[src/rtl/pent_pkg.sv]
// Shared types and constants for the Pentagon-style CPU/video RAM arbiter.
package pent_pkg;

    localparam int ADDR_W = 19;
    localparam int DATA_W = 8;

    // Clocks from the grant edge to the closing edge of the ack cycle.
    localparam int RD_LAT = 3;
    localparam int WR_LAT = 4;

    typedef enum logic [2:0] {
        IDLE = 3'd0,
        RD_A = 3'd1,
        RD_D = 3'd2,
        WR_A = 3'd3,
        WR_W = 3'd4,
        WR_H = 3'd5
    } state_e;

endpackage

[src/rtl/pent_req_latch.sv]
// One-deep request holding register: a strobe captures the payload and sets pend;
// a strobe that finds pend already set (and not being granted) is dropped and flagged.
module pent_req_latch #(
    parameter int W = 19
) (
    input  logic         clk,
    input  logic         rst_n,
    input  logic         req_i,
    input  logic         clr_i,
    input  logic [W-1:0] data_i,
    output logic         pend_o,
    output logic         pend_d_o,
    output logic [W-1:0] data_o,
    output logic         ovf_o
);

    logic         pend_q, pend_d;
    logic [W-1:0] data_q, data_d;
    logic         ovf_q, ovf_d;
    logic         accept;

    // A grant in the same cycle frees the slot, so the new strobe takes it.
    always_comb begin
        accept = req_i && (!pend_q || clr_i);
        pend_d = accept || (pend_q && !clr_i);
        data_d = accept ? data_i : data_q;
        ovf_d  = ovf_q || (req_i && pend_q && !clr_i);
    end

    always_ff @(posedge clk or negedge rst_n) begin
        if (!rst_n) begin
            pend_q <= 1'b0;
            data_q <= '0;
            ovf_q  <= 1'b0;
        end else begin
            pend_q <= pend_d;
            data_q <= data_d;
            ovf_q  <= ovf_d;
        end
    end

    assign pend_o   = pend_q;
    assign pend_d_o = pend_d;
    assign data_o   = data_q;
    assign ovf_o    = ovf_q;

endmodule

[src/rtl/pent_mem_arb.sv]
// Round-robin arbiter sharing one asynchronous SRAM between CPU and video fetch.
// All RAM control outputs are registered from the next state so they are glitch-free.
import pent_pkg::*;

module pent_mem_arb #(
    parameter bit VID_FIRST = 1'b1
) (
    input  logic              CLK_14MHZ,
    input  logic              CPU_RESET,
    input  logic              cpu_req,
    input  logic              cpu_wr,
    input  logic [ADDR_W-1:0] cpu_addr,
    input  logic [DATA_W-1:0] cpu_wdata,
    output logic [DATA_W-1:0] cpu_rdata,
    output logic              cpu_ack,
    output logic              cpu_wait_n,
    input  logic              vid_req,
    input  logic [ADDR_W-1:0] vid_addr,
    output logic [DATA_W-1:0] vid_rdata,
    output logic              vid_ack,
    output logic              vid_ovf,
    output logic [ADDR_W-1:0] ma,
    input  logic [DATA_W-1:0] md_in,
    output logic [DATA_W-1:0] md_out,
    output logic              md_oe,
    output logic              cs_n,
    output logic              we_n
);

    localparam int CPU_W = 1 + ADDR_W + DATA_W;

    logic              vid_pend, vid_pend_nx_unused, vid_clr;
    logic [ADDR_W-1:0] vid_addr_q;
    logic              cpu_pend, cpu_pend_d, cpu_clr, cpu_ovf_unused;
    logic [CPU_W-1:0]  cpu_pay_q;
    logic              cpu_wr_q;
    logic [ADDR_W-1:0] cpu_addr_q;
    logic [DATA_W-1:0] cpu_wdata_q;

    state_e            state_q, state_d;
    logic              grant_cpu_q, grant_cpu_d;
    logic              prefer_vid_q, prefer_vid_d;
    logic [ADDR_W-1:0] ma_q;
    logic [DATA_W-1:0] md_out_q, cpu_rdata_q, vid_rdata_q;
    logic              md_oe_q, cs_n_q, we_n_q, cpu_ack_q, vid_ack_q, cpu_wait_n_q;

    pent_req_latch #(.W(ADDR_W)) u_vid_latch (
        .clk      (CLK_14MHZ),
        .rst_n    (CPU_RESET),
        .req_i    (vid_req),
        .clr_i    (vid_clr),
        .data_i   (vid_addr),
        .pend_o   (vid_pend),
        .pend_d_o (vid_pend_nx_unused),
        .data_o   (vid_addr_q),
        .ovf_o    (vid_ovf)
    );

    pent_req_latch #(.W(CPU_W)) u_cpu_latch (
        .clk      (CLK_14MHZ),
        .rst_n    (CPU_RESET),
        .req_i    (cpu_req),
        .clr_i    (cpu_clr),
        .data_i   ({cpu_wr, cpu_addr, cpu_wdata}),
        .pend_o   (cpu_pend),
        .pend_d_o (cpu_pend_d),
        .data_o   (cpu_pay_q),
        .ovf_o    (cpu_ovf_unused)
    );

    assign {cpu_wr_q, cpu_addr_q, cpu_wdata_q} = cpu_pay_q;

    always_comb begin
        state_d      = state_q;
        grant_cpu_d  = grant_cpu_q;
        prefer_vid_d = prefer_vid_q;
        vid_clr      = 1'b0;
        cpu_clr      = 1'b0;
        case (state_q)
            IDLE: begin
                // prefer_vid_q only matters on a tie; it always points at the loser of the last grant.
                if (vid_pend && (!cpu_pend || prefer_vid_q)) begin
                    vid_clr      = 1'b1;
                    grant_cpu_d  = 1'b0;
                    prefer_vid_d = 1'b0;
                    state_d      = RD_A;
                end else if (cpu_pend) begin
                    cpu_clr      = 1'b1;
                    grant_cpu_d  = 1'b1;
                    prefer_vid_d = 1'b1;
                    state_d      = cpu_wr_q ? WR_A : RD_A;
                end
            end
            RD_A:    state_d = RD_D;
            RD_D:    state_d = IDLE;
            WR_A:    state_d = WR_W;
            WR_W:    state_d = WR_H;
            WR_H:    state_d = IDLE;
            default: state_d = IDLE;
        endcase
    end

    always_ff @(posedge CLK_14MHZ or negedge CPU_RESET) begin
        if (!CPU_RESET) begin
            state_q      <= IDLE;
            grant_cpu_q  <= 1'b0;
            prefer_vid_q <= VID_FIRST;
            ma_q         <= '0;
            md_out_q     <= '0;
            md_oe_q      <= 1'b0;
            cs_n_q       <= 1'b1;
            we_n_q       <= 1'b1;
            cpu_rdata_q  <= '0;
            vid_rdata_q  <= '0;
            cpu_ack_q    <= 1'b0;
            vid_ack_q    <= 1'b0;
            cpu_wait_n_q <= 1'b1;
        end else begin
            state_q      <= state_d;
            grant_cpu_q  <= grant_cpu_d;
            prefer_vid_q <= prefer_vid_d;
            cs_n_q       <= (state_d == IDLE);
            we_n_q       <= (state_d != WR_W);
            md_oe_q      <= (state_d == WR_A) || (state_d == WR_W) || (state_d == WR_H);
            if (vid_clr) begin
                ma_q <= vid_addr_q;
            end
            if (cpu_clr) begin
                ma_q <= cpu_addr_q;
                if (cpu_wr_q) begin
                    md_out_q <= cpu_wdata_q;
                end
            end
            if (state_q == RD_D) begin
                if (grant_cpu_q) begin
                    cpu_rdata_q <= md_in;
                end else begin
                    vid_rdata_q <= md_in;
                end
            end
            vid_ack_q    <= !grant_cpu_q && (state_q == RD_D);
            cpu_ack_q    <= grant_cpu_q && ((state_q == RD_D) || (state_q == WR_H));
            cpu_wait_n_q <= !(cpu_pend_d || (grant_cpu_d && (state_d != IDLE)));
        end
    end

    assign ma         = ma_q;
    assign md_out     = md_out_q;
    assign md_oe      = md_oe_q;
    assign cs_n       = cs_n_q;
    assign we_n       = we_n_q;
    assign cpu_rdata  = cpu_rdata_q;
    assign vid_rdata  = vid_rdata_q;
    assign cpu_ack    = cpu_ack_q;
    assign vid_ack    = vid_ack_q;
    assign cpu_wait_n = cpu_wait_n_q;

endmodule

[config.mk]
export PLATFORM = sky130hd
export DESIGN_NAME = pent_mem_arb
export DESIGN_NICKNAME = d
export VERILOG_FILES = /design/src/rtl/pent_pkg.sv /design/src/rtl/pent_req_latch.sv /design/src/rtl/pent_mem_arb.sv
export SDC_FILE = /design/constraint.sdc
export NUM_CORES = 1
export LEC_CHECK = 0
export ABC_AREA = 1
export BUFFER_PORTS_ARGS = -buffer_cell sky130_fd_sc_hd__buf_2
export CAP_MARGIN = 40
export CORE_MARGIN = 10
export CORE_UTILIZATION = 57
export CTS_CLUSTER_DIAMETER = 60
export CTS_CLUSTER_SIZE = 28
export DETAILED_ROUTE_END_ITERATION = 12
export PLACE_DENSITY_LB_ADDON = 0.25
export SETUP_SLACK_MARGIN = 0.5
export SLEW_MARGIN = 20
export SYNTH_ARGS = -nofsm -noshare
export SYNTH_HDL_FRONTEND = slang
export SYNTH_SLANG_ARGS = --single-unit
[constraint.sdc]
create_clock -name CLK_14MHZ -period 2.5 [get_ports CLK_14MHZ]
set_input_delay 0.25 -clock CLK_14MHZ [delete_from_list [all_inputs] [get_ports CLK_14MHZ]]
set_output_delay 0.25 -clock CLK_14MHZ [all_outputs]
set_load 0.005 [all_outputs]
==> impl_metrics.env <==
export IMPL_status="finished clean"
export IMPL_die_height_um=106
export IMPL_setup_viol=0
export IMPL_syn_cell_area_um2=4240
export IMPL_place_congestion=0.838
export IMPL_seq_area_um2=2610
export IMPL_cp_max_fo=22
export IMPL_totalNegativeSetupSlack_ps=0
export IMPL_nets=649
export IMPL_grt_pass1_wl_mm=16.9
export IMPL_grt_usage_pct=18.1
export IMPL_critPathArrivalTime_ps=2090
export IMPL_die_area_um2=11300
export IMPL_wl_met3_um=746
export IMPL_leakage_nw=2.90
export IMPL_p_int_mw=4.18
export IMPL_cts_tree="built"
export IMPL_path_class="flip-flop to flip-flop"
export IMPL_clock_skew_ps=9.86
export IMPL_pwr_share_comb_pct=39.5
export IMPL_grt_antenna_before_repair=0
export IMPL_clkPwrFrac_pct=17.5
export IMPL_drtAntennaViolNets=0
export IMPL_fill_cells=579
export IMPL_cts_root_buf="clkbuf_8"
export IMPL_rows=31
export IMPL_power_mw=6.90
export IMPL_fmax_ghz=0.545
export IMPL_hpwl_mm=7.10
export IMPL_top_layer_used="met4"
export IMPL_clock_sinks=104
export IMPL_vias=3498
export IMPL_crit_required_ps=2760
export IMPL_hp_class="primary input to flip-flop"
export IMPL_p_per_area_nw_per_um2=1350
export IMPL_die_w_um=106
export IMPL_synth_cells=486
export IMPL_crit_path_start_kind="flip-flop"
export IMPL_postLayoutCoreUtil_pct=70.6
export IMPL_dp_worst_setup_slack_ps=590
export IMPL_power_frac_seq_pct=43.0
export IMPL_initial_core_util_pct=58.4
export IMPL_wl_per_cell_um=14.3
export IMPL_ys_seq_area_share_pct=61.5
export IMPL_p_sw_mw=2.72
export IMPL_clk_latency_ps=370
export IMPL_multi_input_area_um2=1340
export IMPL_cp_end_kind="flip-flop"
export IMPL_antennaDiodeCount=0
export IMPL_core_um2=7250
export IMPL_routed_via_density=5.05
export IMPL_clock_path_buffers=2
export IMPL_maxSlewHeadroom_pct=56.0
export IMPL_fin_ws_ps=667
export IMPL_worst_pin_slew_ps=660
export IMPL_grt_pass1_vias=3574
export IMPL_fin_crit_sh_pct=73.3
export IMPL_area_delta_synth_final_pct=20.8
export IMPL_io_pins=109
export IMPL_ys_warn_count=0
export IMPL_drc=0
export IMPL_drt_met1_wl_mm=4.24
export IMPL_drv_cap=0
export IMPL_drive_gt1_share_pct=23.6
export IMPL_cts_clk_slew_worst_paths_ps=100
export IMPL_avgSynthCellArea_um2=8.72
export IMPL_synth_seq_cells=104
export IMPL_grt_max_degree=53
export IMPL_drv_slew=0
export IMPL_htreeDepth=3
export IMPL_rsz0062_at_grt="no"
export IMPL_ir_drop_v=0.000651
export IMPL_grt_overflow_total=0
export IMPL_numPortBuffers=108
export IMPL_syn_nets=545
export IMPL_final_min_clock_period_ps=1830
export IMPL_postCtsSetupRepairBufs=0
export IMPL_wl_met2_mm=4.75
export IMPL_synth_distinct_cells=19
export IMPL_numCtsBuffers=9
export IMPL_finalWirelength_mm=9.93
export IMPL_dr_pass1_iters=4
export IMPL_drt_iter0_drc=154
export IMPL_swShare_pct=39.4
export IMPL_finalHoldViolCount=0
cells in the final DEF, fill, tap and decap left out, drive strengths merged, types with 2 or more instances in the layout:
cell and n:
bufinv 3, nor2 4, dfrtp 100, nand2 181, dfstp 4, inv 50, clkbuf 10, clkinv 2
buf 115, a21oi 2, nand3 54, o21ai 66
path summary, 6_finish.rpt:
kind	start	to	slack, ps	depth (start not counted)
hold reg to reg	u_cpu_latch.data_o[12]	u_cpu_latch.data_o[12]	480	2
max in group asynchronous	CPU_RESET	we_n	1350	3
min in group asynchronous	CPU_RESET	cpu_rdata[3]	440	2
setup / recovery	state_q[1]	u_vid_latch.data_o[11]	670	10
setup reg to reg	state_q[1]	u_vid_latch.data_o[11]	670	10
hold / removal	cpu_wdata[6]	u_cpu_latch.data_o[6]	110	3
repair_timing:
action                                 in CTS  in global routing
setup endpoints to repair                   0                 60
endpoints found under the hold margin      49                  0
hold buffers                                1                  0
resized for setup                           0                  3
synthesized netlist by cell type:
cell | n | share of area (%)
nand2_1 | 178 | 16
dfrtp_1 | 100 | 59
o21ai_0 | 55 | 6.5
nand3_1 | 53 | 6.3
inv_1 | 49 | 4.3
o21ai_1 | 11 | 1.3
buf_2 | 9 | 1.1
clkbuf_1 | 9 | 0.80
dfstp_2 | 4 | 2.5
nand2_2 | 3 | 0.44
nor2_1 | 3 | 0.27
a21oi_1 | 2 | 0.24
buf_1 | 2 | 0.18
buf_4 | 2 | 0.35
inv_2 | 2 | 0.18
clkbuf_2 | 1 | 0.12
nand3_2 | 1 | 0.24
nor2_4 | 1 | 0.27
o21bai_1 | 1 | 0.18
through the flow:
| step | cells | hold slack, ps | cell area [µm²] |
|---|---|---|---|
| 2_1_floorplan | 486 | -45.6 | 4240 |
| 3_3_place_gp | 677 | 315 | 4860 |
| 3_5_place_dp | 677 | 320 | 4860 |
| 4_1_cts | 693 | 105 | 5110 |
| 5_1_grt | 693 | 104 | 5120 |
| 6_report | 693 | 109 | 5120 |
area by class of cell:
cell class	count	area share, %
inverters	51	3.76
flip-flops and latches	104	50.9
clock inverters	5	2.08
clock buffers	10	2.49
repair buffers	116	12.1
multi-input cells	308	26.2
well taps	99	2.42
cells by family after synthesis:
family                 after synthesis  share of synthesized area, %
DFF                                104                          61.5
AOI/OAI and AO/OA                   69                          8.21
buffers and inverters               74                          7.03
and+or+nand+nor                    239                          23.2
flip-flops by register name, indices dropped and copies added, names as in the netlist, 3 cells and up:
name	flops
ma	19
u_vid_latch.data_o	19
state_q	3
cpu_rdata	8
md_out	8
vid_rdata	8
u_cpu_latch.data_o	28
worst max-delay path: stages (launching register included):
cell and delay (ps):
dfrtp_1 460, inv_2 110, nand2_2 70, nor2_4 140, nand2_1 80, buf_4 200
nand2_1 70, buf_4 250, nand2_4 180, nand2_1 120, nand2_1 50
power groups by stage:
| stage | Clock [mW] | Sequential (mW) | Combinational [mW] |
|---|---|---|---|
| 4_1_cts | 1.23 | 2.96 | 2.77 |
| 3_5_place_dp | 0 | 2.99 | 2.74 |
| 3_3_place_gp | 0 | 2.97 | 2.61 |
| 6_report | 1.21 | 2.97 | 2.73 |
| 5_1_grt | 1.30 | 3.06 | 3.19 |
| 2_1_floorplan | 0 | 2.94 | 1.79 |
routing by layer:
layer	vias to the layer above	GRT usage (%)
li1	1737	-
met3	15	5.74
met1	1637	22.2
met2	109	29.5
met4	0	6.58
met5	-	0
Note: power is estimated with default switching activity, not from simulation.
